===== src/rtl/r_exec_sequencer_pkg.sv =====
// Shared constants for the R-type issue/writeback sequencer: field positions,
// opcode/funct codes and the FSM state encoding.
package r_exec_sequencer_pkg;

  localparam int OPC_MSB = 31;
  localparam int OPC_LSB = 26;
  localparam int RS_MSB  = 25;
  localparam int RS_LSB  = 21;
  localparam int RT_MSB  = 20;
  localparam int RT_LSB  = 16;
  localparam int RD_MSB  = 15;
  localparam int RD_LSB  = 11;
  localparam int SH_MSB  = 10;
  localparam int SH_LSB  = 6;
  localparam int FN_MSB  = 5;
  localparam int FN_LSB  = 0;

  localparam logic [5:0] OP_RTYPE = 6'd0;
  localparam logic [5:0] FN_ADD   = 6'd32;
  localparam logic [5:0] FN_SUB   = 6'd33;
  localparam logic [5:0] FN_AND   = 6'd34;
  localparam logic [5:0] FN_OR    = 6'd35;
  localparam logic [5:0] FN_XOR   = 6'd36;
  localparam logic [5:0] FN_NOR   = 6'd37;
  localparam logic [5:0] FN_SLL   = 6'd38;
  localparam logic [5:0] FN_SRL   = 6'd39;
  localparam logic [5:0] FN_SLT   = 6'd40;

  typedef enum logic [1:0] {
    ST_IDLE   = 2'd0,
    ST_DECODE = 2'd1,
    ST_EXEC   = 2'd2,
    ST_WB     = 2'd3
  } state_t;

  function automatic logic is_legal(input logic [31:0] word);
    return (word[OPC_MSB:OPC_LSB] == OP_RTYPE) &&
           (word[FN_MSB:FN_LSB] >= FN_ADD) &&
           (word[FN_MSB:FN_LSB] <= FN_SLT);
  endfunction

endpackage


===== src/rtl/r_exec_sequencer_regfile.sv =====
// 32-entry register file: one write port, three combinational read ports,
// asynchronous clear, entry 0 hardwired to zero.
module r_regfile #(
  parameter int DATA_W = 32,
  parameter int NREGS  = 32
) (
  input  logic              clk,
  input  logic              rst_n,
  input  logic              we,
  input  logic [4:0]        waddr,
  input  logic [DATA_W-1:0] wdata,
  input  logic [4:0]        raddr_a,
  output logic [DATA_W-1:0] rdata_a,
  input  logic [4:0]        raddr_b,
  output logic [DATA_W-1:0] rdata_b,
  input  logic [4:0]        raddr_c,
  output logic [DATA_W-1:0] rdata_c
);

  logic [DATA_W-1:0] regs [NREGS];

  always_ff @(posedge clk or negedge rst_n) begin
    if (!rst_n) begin
      for (int i = 0; i < NREGS; i++) begin
        regs[i] <= '0;
      end
    end else if (we && (waddr != 5'd0)) begin
      regs[waddr] <= wdata;
    end
  end

  assign rdata_a = (raddr_a == 5'd0) ? '0 : regs[raddr_a];
  assign rdata_b = (raddr_b == 5'd0) ? '0 : regs[raddr_b];
  assign rdata_c = (raddr_c == 5'd0) ? '0 : regs[raddr_c];

endmodule


===== src/rtl/r_exec_sequencer.sv =====
// Four-state issue/writeback controller feeding an external R-type ALU and
// writing its result back into the local register file.
module r_exec_sequencer
  import r_exec_sequencer_pkg::*;
#(
  parameter int DATA_W = 32,
  parameter int NREGS  = 32
) (
  input  logic              clk,
  input  logic              rst_n,
  input  logic              inst_valid,
  input  logic [31:0]       inst_in,
  output logic              inst_ready,
  output logic [31:0]       inst_reg,
  output logic [DATA_W-1:0] alu_i1,
  output logic [DATA_W-1:0] alu_i2,
  output logic [4:0]        shift,
  input  logic [DATA_W-1:0] alu_out,
  output logic              done,
  output logic              illegal,
  output logic              busy,
  input  logic [4:0]        dbg_addr,
  output logic [DATA_W-1:0] dbg_data
);

  state_t            state;
  logic [DATA_W-1:0] result_reg;
  logic [DATA_W-1:0] rs_data;
  logic [DATA_W-1:0] rt_data;

  r_regfile #(
    .DATA_W(DATA_W),
    .NREGS (NREGS)
  ) u_regfile (
    .clk    (clk),
    .rst_n  (rst_n),
    .we     (state == ST_WB),
    .waddr  (inst_reg[RD_MSB:RD_LSB]),
    .wdata  (result_reg),
    .raddr_a(inst_reg[RS_MSB:RS_LSB]),
    .rdata_a(rs_data),
    .raddr_b(inst_reg[RT_MSB:RT_LSB]),
    .rdata_b(rt_data),
    .raddr_c(dbg_addr),
    .rdata_c(dbg_data)
  );

  always_ff @(posedge clk or negedge rst_n) begin
    if (!rst_n) begin
      state      <= ST_IDLE;
      inst_reg   <= '0;
      alu_i1     <= '0;
      alu_i2     <= '0;
      shift      <= '0;
      result_reg <= '0;
      done       <= 1'b0;
      illegal    <= 1'b0;
      busy       <= 1'b0;
      inst_ready <= 1'b1;
    end else begin
      case (state)
        ST_IDLE: begin
          done <= 1'b0;
          if (inst_valid && inst_ready) begin
            inst_reg   <= inst_in;
            inst_ready <= 1'b0;
            busy       <= 1'b1;
            // Decode legality at acceptance so the pulse lands in the DECODE cycle.
            illegal    <= !is_legal(inst_in);
            state      <= ST_DECODE;
          end
        end
        ST_DECODE: begin
          alu_i1  <= rs_data;
          alu_i2  <= rt_data;
          shift   <= inst_reg[SH_MSB:SH_LSB];
          illegal <= 1'b0;
          if (illegal) begin
            inst_ready <= 1'b1;
            busy       <= 1'b0;
            state      <= ST_IDLE;
          end else begin
            state <= ST_EXEC;
          end
        end
        ST_EXEC: begin
          result_reg <= alu_out;
          done       <= 1'b1;
          state      <= ST_WB;
        end
        ST_WB: begin
          done       <= 1'b0;
          inst_ready <= 1'b1;
          busy       <= 1'b0;
          state      <= ST_IDLE;
        end
        default: state <= ST_IDLE;
      endcase
    end
  end

endmodule


===== config.mk =====
export PLATFORM = sky130hd
export DESIGN_NAME = r_exec_sequencer
export DESIGN_NICKNAME = d
export VERILOG_FILES = /design/src/rtl/r_exec_sequencer_pkg.sv /design/src/rtl/r_exec_sequencer_regfile.sv /design/src/rtl/r_exec_sequencer.sv
export SDC_FILE = /design/constraint.sdc
export NUM_CORES = 2
export LEC_CHECK = 0
export CAP_MARGIN = 10
export CORE_MARGIN = 2
export CORE_UTILIZATION = 26
export CTS_BUF_LIST = sky130_fd_sc_hd__clkbuf_4
export DETAILED_ROUTE_END_ITERATION = 7
export GPL_ROUTABILITY_DRIVEN = 0
export SETUP_SLACK_MARGIN = 0.02
export SLEW_MARGIN = 20
export SYNTH_ARGS = -nofsm -noshare
export SYNTH_HDL_FRONTEND = slang
export SYNTH_SLANG_ARGS = --single-unit

===== constraint.sdc =====
create_clock -name clk -period 3.75 [get_ports clk]
set_input_delay 0.375 -clock clk [delete_from_list [all_inputs] [get_ports clk]]
set_output_delay 0.375 -clock clk [all_outputs]
set_load 0.05 [all_outputs]

Word level (Yosys, flattened, before mapping)
Index checks and enable logic that the tools add are counted.

Flip-flop bits (word level): 1163. Latch bits: 0. Memory bits (writable): 0. Memory bits (read-only): 0. Input bits: 72. Output and inout port bits: 137. Logic and storage cells: 104. Memories kept: 0.

Add/subtract/negate cells: 0. $mul: 0. Divide/modulo/power cells: 0. $lt $le $gt $ge: 7. Eq/ne operators: 5. Shifts and indexed selects: 0. Mux-type cells: 27. Bitwise logic cells: 4. Reduce and logical (&&, ||, !) cells: 19.

Operators by type and width (count): $bwmux W1024 (1); $bmux W32 S5 (3); $mux W32 (10); $demux W32 S5 (1); $ge A6 B6 Y1 const B (5); $not A5 Y6 (4); $logic_not A5 Y1 (3); $pmux W2 S4 (1); $le A6 B6 Y1 const B (1); $logic_not A6 Y1 (1); $lt A6 B1 Y1 const B (1); $pmux W1 S3 (2); $logic_and A1 B1 Y1 (5); $mux W1 (5); $reduce_bool A5 Y1 (1); $eq A2 B2 Y1 const B (2); $mux W2 (2); $ne A2 B2 Y1 const B (2); $pmux W1 S2 (2); $reduce_and A2 Y1 (2); $reduce_bool A2 Y1 (2); $reduce_and A3 Y1 (1); $reduce_bool A3 Y1 (1); $eq A2 B1 Y1 const B (1); other kinds (3) (3).

Depth between registers and ports, before layout
Depth in word-level cells: 6. Mapped depth: 9. Depth with buffers taken out: 6.

Cells and area by module
A second synthesis with hierarchy kept.

Cell total of the unflattened synthesis: 4518. Area total of the unflattened synthesis: 67763.7 µm².

By module, submodules not included: r_regfile (times used 1, cells an instance 4204, area an instance 62357.3 µm², seq. area each 25624.6 µm²); r_exec_sequencer (times used 1, cells an instance 314, area an instance 5406.4 µm², seq. area each 3479.6 µm²).

Worst setup path after synthesis
Ideal clock, no wire load.

Path type: input-to-output. From: input dbg_addr[2]. To: output dbg_data[10]. Data arrival time: 2.224 ns. Required time: 3.375 ns. Slack: 1.151 ns. Stages on the path: 6. Buffers on the path: 3. Cell sequence: buf_2 > buf_2 > clkbuf_1 > mux4_2 > mux4_2 > a21o_1.

Longest elaborated chain between the ends: 5. Elaborated cells between the ends (all ways): 6. Those cells by class: mux: 4; bitwise: 1; reduce/logical: 1.

Ends and longest elaborated chain: start, declared (line r_exec_sequencer.sv:22) `input logic [4:0] dbg_addr,`; $not A5 Y6 (not written as such) (line r_exec_sequencer_regfile.sv:34) `assign rdata_c = (raddr_c == 5'd0) ? '0 : regs[raddr_c];`; $bmux W32 S5 (line r_exec_sequencer_regfile.sv:34); $mux W32 (not written as such) (2 in series) (line r_exec_sequencer_regfile.sv:34); $mux W32 (*) (line r_exec_sequencer_regfile.sv:34); end, declared (line r_exec_sequencer.sv:23) `output logic [DATA_W-1:0] dbg_data`.

Every way passes the cells marked *; elsewhere a longest branch is shown, timed or not. The select of a mux whose other input is x is not followed.

Final worst setup path
From: register u_regfile.regs[919] (netlist bit). To: output dbg_data[23].

Longest elaborated chain between the ends: 4.

Ends and longest elaborated chain: start, declared (line r_exec_sequencer_regfile.sv:20) `logic [DATA_W-1:0] regs [NREGS];`; start signal, assigned by index (line r_exec_sequencer_regfile.sv:28) `regs[waddr] <= wdata;`; $bmux W32 S5 (line r_exec_sequencer_regfile.sv:34); $mux W32 (not written as such) (2 in series) (line r_exec_sequencer_regfile.sv:34); $mux W32 (line r_exec_sequencer_regfile.sv:34).

Every way passes these cells. The select of a mux whose other input is x is not followed.

==> flow_metrics.py <==
metrics = {
    "status": {
        "status": "finished, final reports clean",
    },
    "sta": {
        "tightest_slew_ps": 1110,
        "finalHoldWorstSlack_ps": 176,
        "clock_skew_ps": 98.9,
        "grt_setup_unrepaired": "no",
        "fin_setup_tns_ps": 0,
        "slew_headroom_pct": 26.0,
        "finalSetupViolCount": 0,
        "drv_slew": 0,
        "hold_violations": 0,
        "fmax_mhz": 275,
        "fin_crit_ps": 3640,
        "fin_crit_sh_pct": 97.1,
    },
    "global_routing": {
        "met2_usage_pct": 31.1,
        "grt.busiest_layer": "met2",
        "antenna_found_initial": 8,
        "grt_pass1_vias": 50300,
        "gr-usage-met3_pct": 4.43,
        "grt_max_degree": 106,
        "grt_pass1_wl_mm": 365,
        "grt_use_total_pct": 18.9,
        "grt_use_met1_pct": 22.2,
        "grt-ovfl-total": 0,
    },
    "route": {
        "vias": 48100,
        "postRouteAntennaNets": 0,
        "drc": 0,
        "via_per_inst": 5.60,
        "wl_mm": 254,
        "wire_per_inst_um": 29.6,
        "dr.pass1.iters": 6,
        "drt_iter0_drc": 4535,
    },
    "synthesis": {
        "synth_top_area_share_pct": 42.9,
        "synth_area_leaders": "dfrtp_1, mux4_2, mux2_2",
        "ys_types": 51,
        "yosysSeqAreaShare_pct": 42.9,
        "synth_top_flop_cell": "dfrtp_1",
        "synth-edff-count": 0,
        "yosysTopAreaCell": "dfrtp_1",
        "yosysWarnings": 0,
        "syn_area_per_cell_sq_um": 14.5,
        "ys_ff_latch": 1163,
        "post_synth_inst_count": 4694,
        "netlist_area_sq_um": 67900,
        "synth-async-reset-ratio_pct": 100,
        "syn_nets": 4771,
    },
    "floorplan": {
        "row_count": 187,
        "start_util_pct": 26.2,
        "fp.dieH_um": 515,
        "top_level_ports": 209,
        "die_area_sq_um": 265000,
        "fp.dieW_um": 515,
        "core_sq_um": 259000,
    },
    "setup_path": {
        "arrival_ps": 3260,
        "crit_type": "flip-flop to output port",
        "crit_required_ps": 3380,
        "r2r_slack_ps": 800,
        "cp-start-kind": "flip-flop",
        "worstPathMaxFanout": 4,
        "cp-end-kind": "output port",
    },
    "finish": {
        "top_register": "u_regfile.regs",
        "design_area_sq_um": 79200,
        "fin_util_pct": 30.5,
        "mostFrequentLayoutCells": "dfrtp_1, mux2_2, mux4_2, mux2i_1, clkbuf_4",
        "syn_to_final_growth_pct": 16.7,
        "largest_reg_flops": 1024,
        "final_layout_size_suffix_gt1_share_pct": 49.4,
        "finalNetCount": 5069,
        "mostFrequentLayoutCell": "dfrtp_1",
    },
    "clock_network": {
        "clock_latency_ps": 1340,
        "clkSlewWorstSetupHoldPaths_ps": 70,
        "cts-root-buf": "clkbuf_4",
        "cts_tree": "yes",
        "cts_max_level": 5,
        "cts_buffer_depth": 4,
        "cts.sinks": 1163,
        "cts-buffers-inserted": 312,
    },
    "worst_hold_path": {
        "hold_path.class": "input port to flip-flop",
    },
    "place": {
        "dp_hpwl_mm": 163,
        "port_buffers": 208,
        "postPlaceCellArea_sq_um": 74900,
    },
    "pwr": {
        "p_leak_nw": 33.0,
        "peakVddDrop_uv": 312,
        "power_density_nw_per_um2": 306,
    },
    "job": {
        "maxCapViolations": 0,
    },
}
final timing paths:
check                      cells after the start                 start                    to
setup / recovery                               5   u_regfile.regs[919]          dbg_data[23]
hold / removal                                 3           alu_out[13]        result_reg[13]
setup reg to reg                               5          inst_reg[15]   u_regfile.regs[885]
hold reg to reg                                0  u_regfile.regs[1019]  u_regfile.regs[1019]
max in group asynchronous                      6                 rst_n          inst_reg[21]
min in group asynchronous                      4                 rst_n   u_regfile.regs[990]
kinds of logic (layout without fill, tap and decap cells):
| family | after synthesis | count (layout) | share of synthesized area, % |
|---|---|---|---|
| adder cells (fa/ha/maj) | 5 | 5 | 0.0922 |
| AO/OA/AOI/OAI | 453 | 453 | 4.83 |
| multiplexers | 2181 | 2181 | 45.5 |
| AND/OR/NAND/NOR | 350 | 350 | 2.83 |
| other | 0 | 6 | 0 |
| flip-flops | 1163 | 1163 | 42.9 |
| buffers and inverters | 542 | 1024 | 3.82 |
cells in the mapped netlist, types with 6 or more instances:
cell and number:
a21o_1 32, a21oi_1 64, nand3b_1 11, nor3_1 9, a22o_1 60, nor2_1 141
a2111oi_2 12, clkbuf_1 298, o22ai_1 156, or4_1 65, nand2_1 14, buf_4 27
buf_1 38, or3_1 6, buf_2 135, nand2b_1 70, mux4_2 612, o211ai_1 62
mux2i_1 442, dfrtp_1 1162, buf_6 38, mux2_2 1123, a2111oi_0 54
routing by layer:
metal,vias up,share of wire [%]
met5,-,0.012
met4,4,6.7
met3,802,7.9
met2,2560,48
met1,25500,37
li1,19200,-
cell type report:
class	count	area [sq um]
Antenna cell	6	15.0
Clock buffer	419	3150
Clock inverter	79	389
Fill cell	25700	180000
Inverter	5	20.0
Multi-Input combinational cell	2989	36400
Sequential cell	1163	29200
Tap cell	3402	4260
Timing Repair Buffer	521	5830
timing repair:
action	in CTS	in global routing
endpoints found under the setup margin	20	0
buffers inserted	2	0
endpoints found under the hold margin	1229	0
hold buffers	68	0
gates resized for setup	22	0
power breakdown:
group	internal [mW]	total (mW)	switching (mW)
Clock	5.34	10.8	5.49
Combinational	0.327	0.904	0.576
Sequential	12.5	12.5	0
stage by stage:
stage / setup slack, ps / power (mW) / cells
finish: 110 / 24.3 / 8584
detailed placement: 535 / 13.6 / 8010
CTS: 23.0 / 24.6 / 8578
global placement: 546 / 13.6 / 8010
floorplan: 1150 / 13.1 / 4694
global route: 52.5 / 25.3 / 8583
critical path, stage by stage (launching register included):
cell	delay [ps]
dfrtp_1	420
mux4_2	480
mux2i_1	370
o22ai_1	150
a21o_1	330
buf_12	220
(Power assumes the default switching activity.)
